--- src/rtl/noc_pkg.sv ---
// Shared NoC definitions: flit width, destination-field placement and router-ID sizing.
// Imported by the network-interface injector and ejector blocks.
package noc_pkg;

   localparam int FLIT_DATA_WIDTH = 32;

   // The destination router ID always occupies the top bits of a flit.
   localparam int DEST_MSB = FLIT_DATA_WIDTH - 1;

   function automatic int router_id_bits(input int num_routers);
      return (num_routers > 1) ? $clog2(num_routers) : 1;
   endfunction

endpackage

--- src/rtl/sync_fifo.sv ---
// Single-clock FIFO with occupancy count; shared by the NI injection and ejection paths.
// DEPTH must be a power of two so the pointers wrap naturally.
module sync_fifo #(
   parameter int DATAW = 32,
   parameter int DEPTH = 4,
   localparam int PTR_W = (DEPTH > 1) ? $clog2(DEPTH) : 1,
   localparam int CNT_W = $clog2(DEPTH + 1)
) (
   input  logic             clk,
   input  logic             reset,
   input  logic             push,
   input  logic             pop,
   input  logic [DATAW-1:0] wdata,
   output logic [DATAW-1:0] rdata,
   output logic             full,
   output logic             empty,
   output logic [CNT_W-1:0] count
);

   logic [DATAW-1:0] mem [DEPTH];
   logic [PTR_W-1:0] wr_ptr;
   logic [PTR_W-1:0] rd_ptr;
   logic             do_push;
   logic             do_pop;

   assign do_push = push && !full;
   assign do_pop  = pop && !empty;

   always_ff @(posedge clk) begin
      if (!reset) begin
         wr_ptr <= '0;
         rd_ptr <= '0;
         count  <= '0;
      end else begin
         if (do_push) wr_ptr <= wr_ptr + PTR_W'(1);
         if (do_pop)  rd_ptr <= rd_ptr + PTR_W'(1);
         case ({do_push, do_pop})
            2'b10:   count <= count + CNT_W'(1);
            2'b01:   count <= count - CNT_W'(1);
            default: count <= count;
         endcase
      end
   end

   // Storage carries no reset; the count alone decides what is valid.
   always_ff @(posedge clk) begin
      if (do_push) mem[wr_ptr] <= wdata;
   end

   assign rdata = mem[rd_ptr];
   assign full  = (count == CNT_W'(DEPTH));
   assign empty = (count == '0);

endmodule

--- src/rtl/ni_injector.sv ---
// Network-interface injector: queues core flit requests and injects them into the
// router local port under credit-based flow control; self-addressed requests are dropped.
module ni_injector
   import noc_pkg::*;
#(
   parameter int NUM_VC      = 4,
   parameter int NUM_ROUTERS = 16,
   parameter int ROUTER_ID   = 0,
   parameter int FIFO_DEPTH  = 4,
   localparam int ROUTER_ID_BITS = router_id_bits(NUM_ROUTERS),
   localparam int PAYLOAD_W      = FLIT_DATA_WIDTH - ROUTER_ID_BITS,
   localparam int CRED_W         = $clog2(NUM_VC + 1),
   localparam int CNT_W          = $clog2(FIFO_DEPTH + 1)
) (
   input  logic                       clk,
   input  logic                       reset,
   input  logic                       req_valid,
   input  logic [ROUTER_ID_BITS-1:0]  req_dest,
   input  logic [PAYLOAD_W-1:0]       req_payload,
   output logic                       req_ready,
   input  logic                       credit_return,
   output logic [FLIT_DATA_WIDTH-1:0] inj_data,
   output logic                       inj_valid,
   output logic [CRED_W-1:0]          credits,
   output logic [7:0]                 drop_cnt,
   output logic                       credit_err
);

   function automatic logic [7:0] sat_inc8(input logic [7:0] v);
      return (v == 8'hFF) ? v : v + 8'd1;
   endfunction

   logic [FLIT_DATA_WIDTH-1:0] req_flit;
   logic [FLIT_DATA_WIDTH-1:0] head_flit;
   logic                       fifo_full;
   logic                       fifo_empty;
   logic [CNT_W-1:0]           fifo_count;
   logic                       accept;
   logic                       self_dest;
   logic                       push;
   logic                       inject;
   logic                       credits_full;

   always_comb begin
      req_flit = '0;
      req_flit[DEST_MSB -: ROUTER_ID_BITS] = req_dest;
      req_flit[PAYLOAD_W-1:0]              = req_payload;
   end

   // Readiness looks only at the registered full flag, so a same-cycle pop never
   // opens a full queue; holding reset low also closes the request port.
   assign req_ready = reset && !fifo_full;
   assign accept    = req_valid && req_ready;
   assign self_dest = (req_dest == ROUTER_ID_BITS'(ROUTER_ID));
   assign push      = accept && !self_dest;

   assign credits_full = (credits == CRED_W'(NUM_VC));
   assign inject       = !fifo_empty && (credits != '0);

   sync_fifo #(
      .DATAW (FLIT_DATA_WIDTH),
      .DEPTH (FIFO_DEPTH)
   ) u_fifo (
      .clk   (clk),
      .reset (reset),
      .push  (push),
      .pop   (inject),
      .wdata (req_flit),
      .rdata (head_flit),
      .full  (fifo_full),
      .empty (fifo_empty),
      .count (fifo_count)
   );

   // Output stage: the popped head is registered toward the router.
   always_ff @(posedge clk) begin
      if (!reset) begin
         inj_valid <= 1'b0;
         inj_data  <= '0;
      end else begin
         inj_valid <= inject;
         if (inject) inj_data <= head_flit;
      end
   end

   always_ff @(posedge clk) begin
      if (!reset) begin
         credits    <= CRED_W'(NUM_VC);
         credit_err <= 1'b0;
      end else begin
         case ({inject, credit_return})
            2'b10: credits <= credits - CRED_W'(1);
            2'b01: begin
               if (credits_full) credit_err <= 1'b1;
               else              credits    <= credits + CRED_W'(1);
            end
            default: credits <= credits;
         endcase
      end
   end

   always_ff @(posedge clk) begin
      if (!reset)                drop_cnt <= 8'd0;
      else if (accept && self_dest) drop_cnt <= sat_inc8(drop_cnt);
   end

   assert property (@(posedge clk) disable iff (!reset)
      fifo_empty == (fifo_count == '0));

endmodule

--- config.mk ---
export PLATFORM = sky130hd
export DESIGN_NAME = ni_injector
export DESIGN_NICKNAME = d
export VERILOG_FILES = /design/src/rtl/noc_pkg.sv /design/src/rtl/sync_fifo.sv /design/src/rtl/ni_injector.sv
export SDC_FILE = /design/constraint.sdc
export NUM_CORES = 1
export LEC_CHECK = 0
export ABC_AREA = 1
export BUFFER_PORTS_ARGS = -buffer_cell sky130_fd_sc_hd__clkbuf_2
export CAP_MARGIN = 10
export CORE_MARGIN = 3
export CORE_UTILIZATION = 60
export DETAILED_ROUTE_END_ITERATION = 10
export GPL_TIMING_DRIVEN = 0
export PLACE_DENSITY = 0.85
export SLEW_MARGIN = 20
export SYNTH_ARGS = -nofsm -noshare
export SYNTH_HDL_FRONTEND = slang
export SYNTH_HIERARCHICAL = 1
export SYNTH_SLANG_ARGS = --single-unit
--- constraint.sdc ---
create_clock -name clk -period 4.4 [get_ports clk]
set_input_delay 0.22 -clock clk [delete_from_list [all_inputs] [get_ports clk]]
set_output_delay 0.22 -clock clk [all_outputs]
set_load 0.02 [all_outputs]
# Word-level counts from Yosys, hierarchy flattened
# Memories as Yosys holds them, arrays and structs flattened. A register that Yosys moved wholly into a read port is not among the register bits.
# Index checks and enable logic that the tools add are counted.
[word_totals]
ff_bits = 20
mem_bits_rw = 128
out_inout_bits = 46
mem_count = 1
[op_classes]
addsub = 7
n_eq_ne = 8
muxes = 5
bitwise_logic = 1
reduce_logical = 19
[mem_list]
columns = ["name", "words", "width", "read_ports", "rd_ports_with_merged_regs", "write_ports", "line", "rtl"]
rows = [
  ["u_fifo.mem", 4, 32, 1, 1, 1, "sync_fifo.sv:20", "logic [DATAW-1:0] mem [DEPTH];"],
]
[op_table]
columns = ["operator", "n"]
rows = [
  ["one-hot mux 3 bit (2 select lines)", 2],
  ["adder 8 x 1 -> 8 bit, second input constant", 1],
  ["equality test 8 bit, second input constant", 1],
  ["logical AND 1 bit", 7],
  ["adder 3 x 1 -> 3 bit, second input constant", 2],
  ["equality test 3 bit, second input constant", 2],
  ["AND reduction 2 bit", 3],
  ["subtractor 3 x 1 -> 3 bit, second input constant", 2],
  ["adder 2 x 1 -> 2 bit, second input constant", 2],
  ["equality test 2 x 1 -> 1 bit, second input constant", 2],
  ["equality test 2 bit, second input constant", 2],
  ["zero test 1 bit", 4],
  ["zero test 4 bit", 1],
  ["nonzero test 2 bit", 2],
  ["zero test 3 bit", 1],
  ["2-to-1 mux 3 bit", 1],
  ["nonzero test 3 bit", 1],
  ["2-to-1 mux 1 bit", 2],
  ["inequality test 2 bit, second input constant", 1],
  ["NOT 1 bit", 1],
]

# Depth between registers and ports, before layout
[depth]
word_depth = 8
ltp_mapped = 16
ltp_nobuf = 16

# By module
# Netlist, hierarchy kept.
[modules_own_cells]
columns = ["mod", "instances", "cells_each", "area_each_um2"]
rows = [
  ["sync_fifo", 1, 378, 5265.0],
  ["ni_injector", 1, 253, 1858.0],
]

# Worst setup path before layout
# OpenSTA, ideal clock, no wires.
[synth_path]
path_kind = "register -> register"
from = "register u_fifo.count[1]"
to = "memory u_fifo.mem[0][0] (enable)"
arrival_time_ps = 2704
setup_slack_ps = 1275
stages_incl_launch_ff = 9
path_cell_list = "dfxtp_1 inv_1 nand3_1 inv_1 nor2_4 nand2_2 a21oi_1 nand2_1 nor2_1"
[synth_via]
elab_chain_len = 8
[synth_rtl]
columns = ["item", "line", "rtl"]
rows = [
  ["from (decl)", "sync_fifo.sv:17", "output logic [CNT_W-1:0] count"],
  ["from (signal assigned)", "sync_fifo.sv:38", "2'b10: count <= count + CNT_W'(1);"],
  ["from (signal assigned)", "sync_fifo.sv:39", "2'b01: count <= count - CNT_W'(1);"],
  ["from (signal assigned)", "sync_fifo.sv:40", "default: count <= count;"],
  ["equality test 3 bit", "sync_fifo.sv:51", "assign full = (count == CNT_W'(DEPTH));"],
  ["via fifo_full", "ni_injector.sv:35", "logic fifo_full;"],
  ["zero test 1 bit", "ni_injector.sv:52", "assign req_ready = reset && !fifo_full;"],
  ["logical AND 1 bit", "ni_injector.sv:52", ""],
  ["via req_ready", "ni_injector.sv:20", "output logic req_ready,"],
  ["logical AND 1 bit", "ni_injector.sv:53", "assign accept = req_valid && req_ready;"],
  ["logical AND 1 bit", "ni_injector.sv:55", "assign push = accept && !self_dest;"],
  ["via push", "ni_injector.sv:40", "logic push;"],
  ["logical AND 1 bit", "sync_fifo.sv:26", "assign do_push = push && !full;"],
  ["2-to-1 mux 1 bit", "sync_fifo.sv:47", "if (do_push) mem[wr_ptr] <= wdata;"],
  ["2-to-1 mux 1 bit (not written as such)", "sync_fifo.sv:47", ""],
  ["to (decl)", "sync_fifo.sv:20", ""],
]
# The timed path passes the listed nets, and every way through them passes these cells.

# Worst setup path after layout
[layout_path]
from = "register u_fifo.count[1]"
to = "register u_fifo.count[2]"
[layout_via]
word_cells_on_any_way = 16
classes_between = "2 x add/sub; 3 x eq/ne; 1 x mux; 10 x reduce/logical"
[layout_lines]
columns = ["item", "line", "rtl"]
rows = [
  ["zero test 3 bit *", "sync_fifo.sv:52", "assign empty = (count == '0);"],
  ["via fifo_empty", "ni_injector.sv:36", "logic fifo_empty;"],
  ["zero test 1 bit *", "ni_injector.sv:58", "assign inject = !fifo_empty && (credits != '0);"],
  ["logical AND 1 bit *", "ni_injector.sv:58", ""],
  ["via inject", "ni_injector.sv:41", "logic inject;"],
  ["logical AND 1 bit *", "sync_fifo.sv:27", "assign do_pop = pop && !empty;"],
  ["via u_fifo.do_pop", "sync_fifo.sv:24", "logic do_pop;"],
  ["equality test 2 x 1 -> 1 bit or equality test 2 bit (tied branches)", "sync_fifo.sv:37", "case ({do_push, do_pop})"],
  ["one-hot mux 3 bit (2 select lines) or nonzero test 2 bit (tied branches)", "--", ""],
]
# Mark *: on every way through the listed nets, which the timed path passes. The rest lies on a longest branch.
# A chain may end at the register's enable or synchronous reset.

==> out/results.ini <==
[hold_path]
hold_path.class=in2reg

[drt]
antenna_left=0
drc=0
wl_um=17500
via_count=5370
drtIter0Drc=609
wl_per_cell_um=19.5
dr.pass1.iters=5
vias_per_cell=5.97

[clock_tree]
clock_latency_ns=0.43
cts_sinks=182
htreeDepth=4
cts_tree=yes
cts-buffers-inserted=17
clk_pin_slew_ns=0.07
cts_max_path_buffers=2
root_buffer=clkbuf_16

[finish]
nNetsFinal=787
area_growth_pct=20.5
n_antenna_cell=0
drive_gt1_share_pct=21.3
final_util_pct=74.5

[pwr]
p_leak_nw=3.35
peakVddDrop_mv=0.400
power.density_nw_per_um2=638

[synthesis]
synth_cells=631
synth_seq_cells=182
synth_flop_cell=edfxtp_1
postSynthAreaPerCell_um2=11.3
synth_edf_count=128
synth_top_area_share_pct=54.0
synth_xor_xnor_area_share_pct=0.369
ys_seq_area_share_pct=69.1
yosys-top-cells-area=edfxtp_1 54%, dfxtp_1 15%, nor2_1 7.9%
yosys.area_share.simple_pct=12.9
synthAdderAreaFrac_pct=1.62
ys_warn_count=6
synth_compound_area_share_pct=11.1
syn-num-nets=675
ys_types=29
synth.area.mux_share_pct=0
synth_common_cells=150 x nor2_1, 128 x edfxtp_1, 64 x o21ai_0, 54 x dfxtp_1, 45 x nand2_1
async_reset_ff_share_pct=0
synth_area_leader_cell=edfxtp_1
netlist_area_um2=7120
yosysMostFrequentCell=nor2_1
synth_top_family_by_area=simple AND/OR/NAND/NOR gates

[worst_setup_path]
start_kind=flip-flop
cpPeakStageDelay_ns=0.41
path_cells=inv_1 > nand3_1 > inv_1 > a21oi_2 > buf_2 > inv_1 > nor2_1 > ha_1 > inv_1 > fa_1 > inv_1 > nand2_1 > nand3_1 > nand2_1 > inv_1 > nor2_1
cp.required_ns=4.73
critPathMostFrequentCell=inv_1
path_buf_inv=7
critical_path_class=reg2reg
crit_fanout=12
slowest_stage=a21oi_2
crit_family=buffers and inverters
cp.arrival_ns=3.32
endpoint_kind=flip-flop

[sta]
setup_viol=0
rsz0062_at_grt=no
hold_viol_final=0
max_slew_margin_pct=56.3
drv_slew=0
skew_ns=0.00786
tns_ns=0
fin_crit_ns=2.99
max_freq_mhz=334
tightestPinTransition_ns=0.655
period_share_pct=68.0

[grt]
grt-ovfl-total=0
grt_pass1_vias=5492
antenna_found_initial=0
grt_usage_pct=27.6
grt_pass1_wl_um=27500
grt_max_degree=19

[floorplan]
die_height_um=115
initial_utilization_pct=61.9
die_x_um=115
core-area_um2=11500
die_area_um2=13200
fp-row-count=39
io_pins=82

[job]
cap_violations=0

[placed_design]
portBuffers=81
place_congestion=0.832
hpwl_um=10900

[run_status]
status=complete, no violations

-- registers in the layout (all words and copies together) (netlist names), named ones only --
signal         flops
u_fifo/wr_ptr      2
inj_valid          1
drop_cnt           8
u_fifo/count       3
credit_err         1
u_fifo/mem       128
credits            3
u_fifo/rd_ptr      2
inj_data          32
-- power breakdown --
part | leakage, nW | internal [W] | switching (W)
registers | 1.61 | 0.00204 | 0.000104
logic | 1.42 | 0.000541 | 0.00113
clock network | 0.319 | 0.00101 | 0.000647
total | 3.35 | 0.00360 | 0.00188
-- area by class of cell --
type	instances	area (µm²)
flip-flops and latches	182	4920
fillers	729	2930
multi-input cells	384	1880
repair buffers	93	596
clock buffers	20	468
plain buffers	29	204
clock inverters	12	188
well taps	143	179
inverters	36	145
-- path summary, 6_finish.rpt --
kind | from | endpoint | slack (ns) | depth (start not counted)
min | req_payload[8] | u_fifo/mem[1][8] | 0.01 | 1
max reg2reg | u_fifo/count[1] | u_fifo/count[2] | 1.41 | 16
min reg2reg | credit_err | credit_err | 0.46 | 2
max | u_fifo/count[1] | u_fifo/count[2] | 1.41 | 16
-- layer usage --
metal	track usage [%]	vias up	wire, µm
li1	-	2423	-
met1	33.2	2601	6680
met4	15.1	0	579
met3	6.68	53	1400
met2	45.9	293	8880
met5	0	-	0
-- layout by cell type, fill, tap and decap left out, drive strengths merged, types with 5 or more instances in the layout --
cell,synthesis,final
a21oi,15,15
buf,25,29
clkbuf,4,105
dfxtp,54,54
dlygate4sd3,0,8
edfxtp,128,128
ha,6,6
inv,36,40
nand2,49,49
nand3,14,14
nand4,5,5
nor2,155,155
o21ai,102,102
o22ai,32,32
-- repair_timing --
item,4_1_cts,5_1_grt
hold buffers,7,1
hold endpoints to repair,28,1
gates resized for setup,0,0
buffers inserted,0,0
-- kinds of logic after synthesis --
kind of cell / after synthesis
buffers and inverters: 65
adder cells (fa/ha/maj): 8
XOR/XNOR: 3
AO/OA/AOI/OAI: 149
flip-flops: 182
AND/OR/NAND/NOR: 224
-- stage by stage --
step	instance area, µm²	setup slack, ns	hold slack (ns)	std cells	total power [W]
floorplan	7120	1.28	0.319	631	0.00327
global placement	7710	0.212	0.433	855	0.00369
detailed placement	7850	1.61	0.441	859	0.00381
CTS	8570	1.53	0.00176	898	0.00547
global route	8580	1.25	0.00153	899	0.00573
finish	8580	1.41	0.0148	899	0.00548
-- worst register-to-register path, cell delays in order (launching register included) --
cell	delay (ns)
dfxtp_1	0.35
inv_1	0.10
nand3_1	0.21
inv_1	0.15
a21oi_2	0.41
buf_2	0.36
inv_1	0.08
nor2_1	0.12
ha_1	0.19
inv_1	0.08
fa_1	0.40
inv_1	0.11
nand2_1	0.10
nand3_1	0.10
nand2_1	0.06
inv_1	0.06
nor2_1	0.04
No activity file was read; power rests on OpenSTA's default activity.
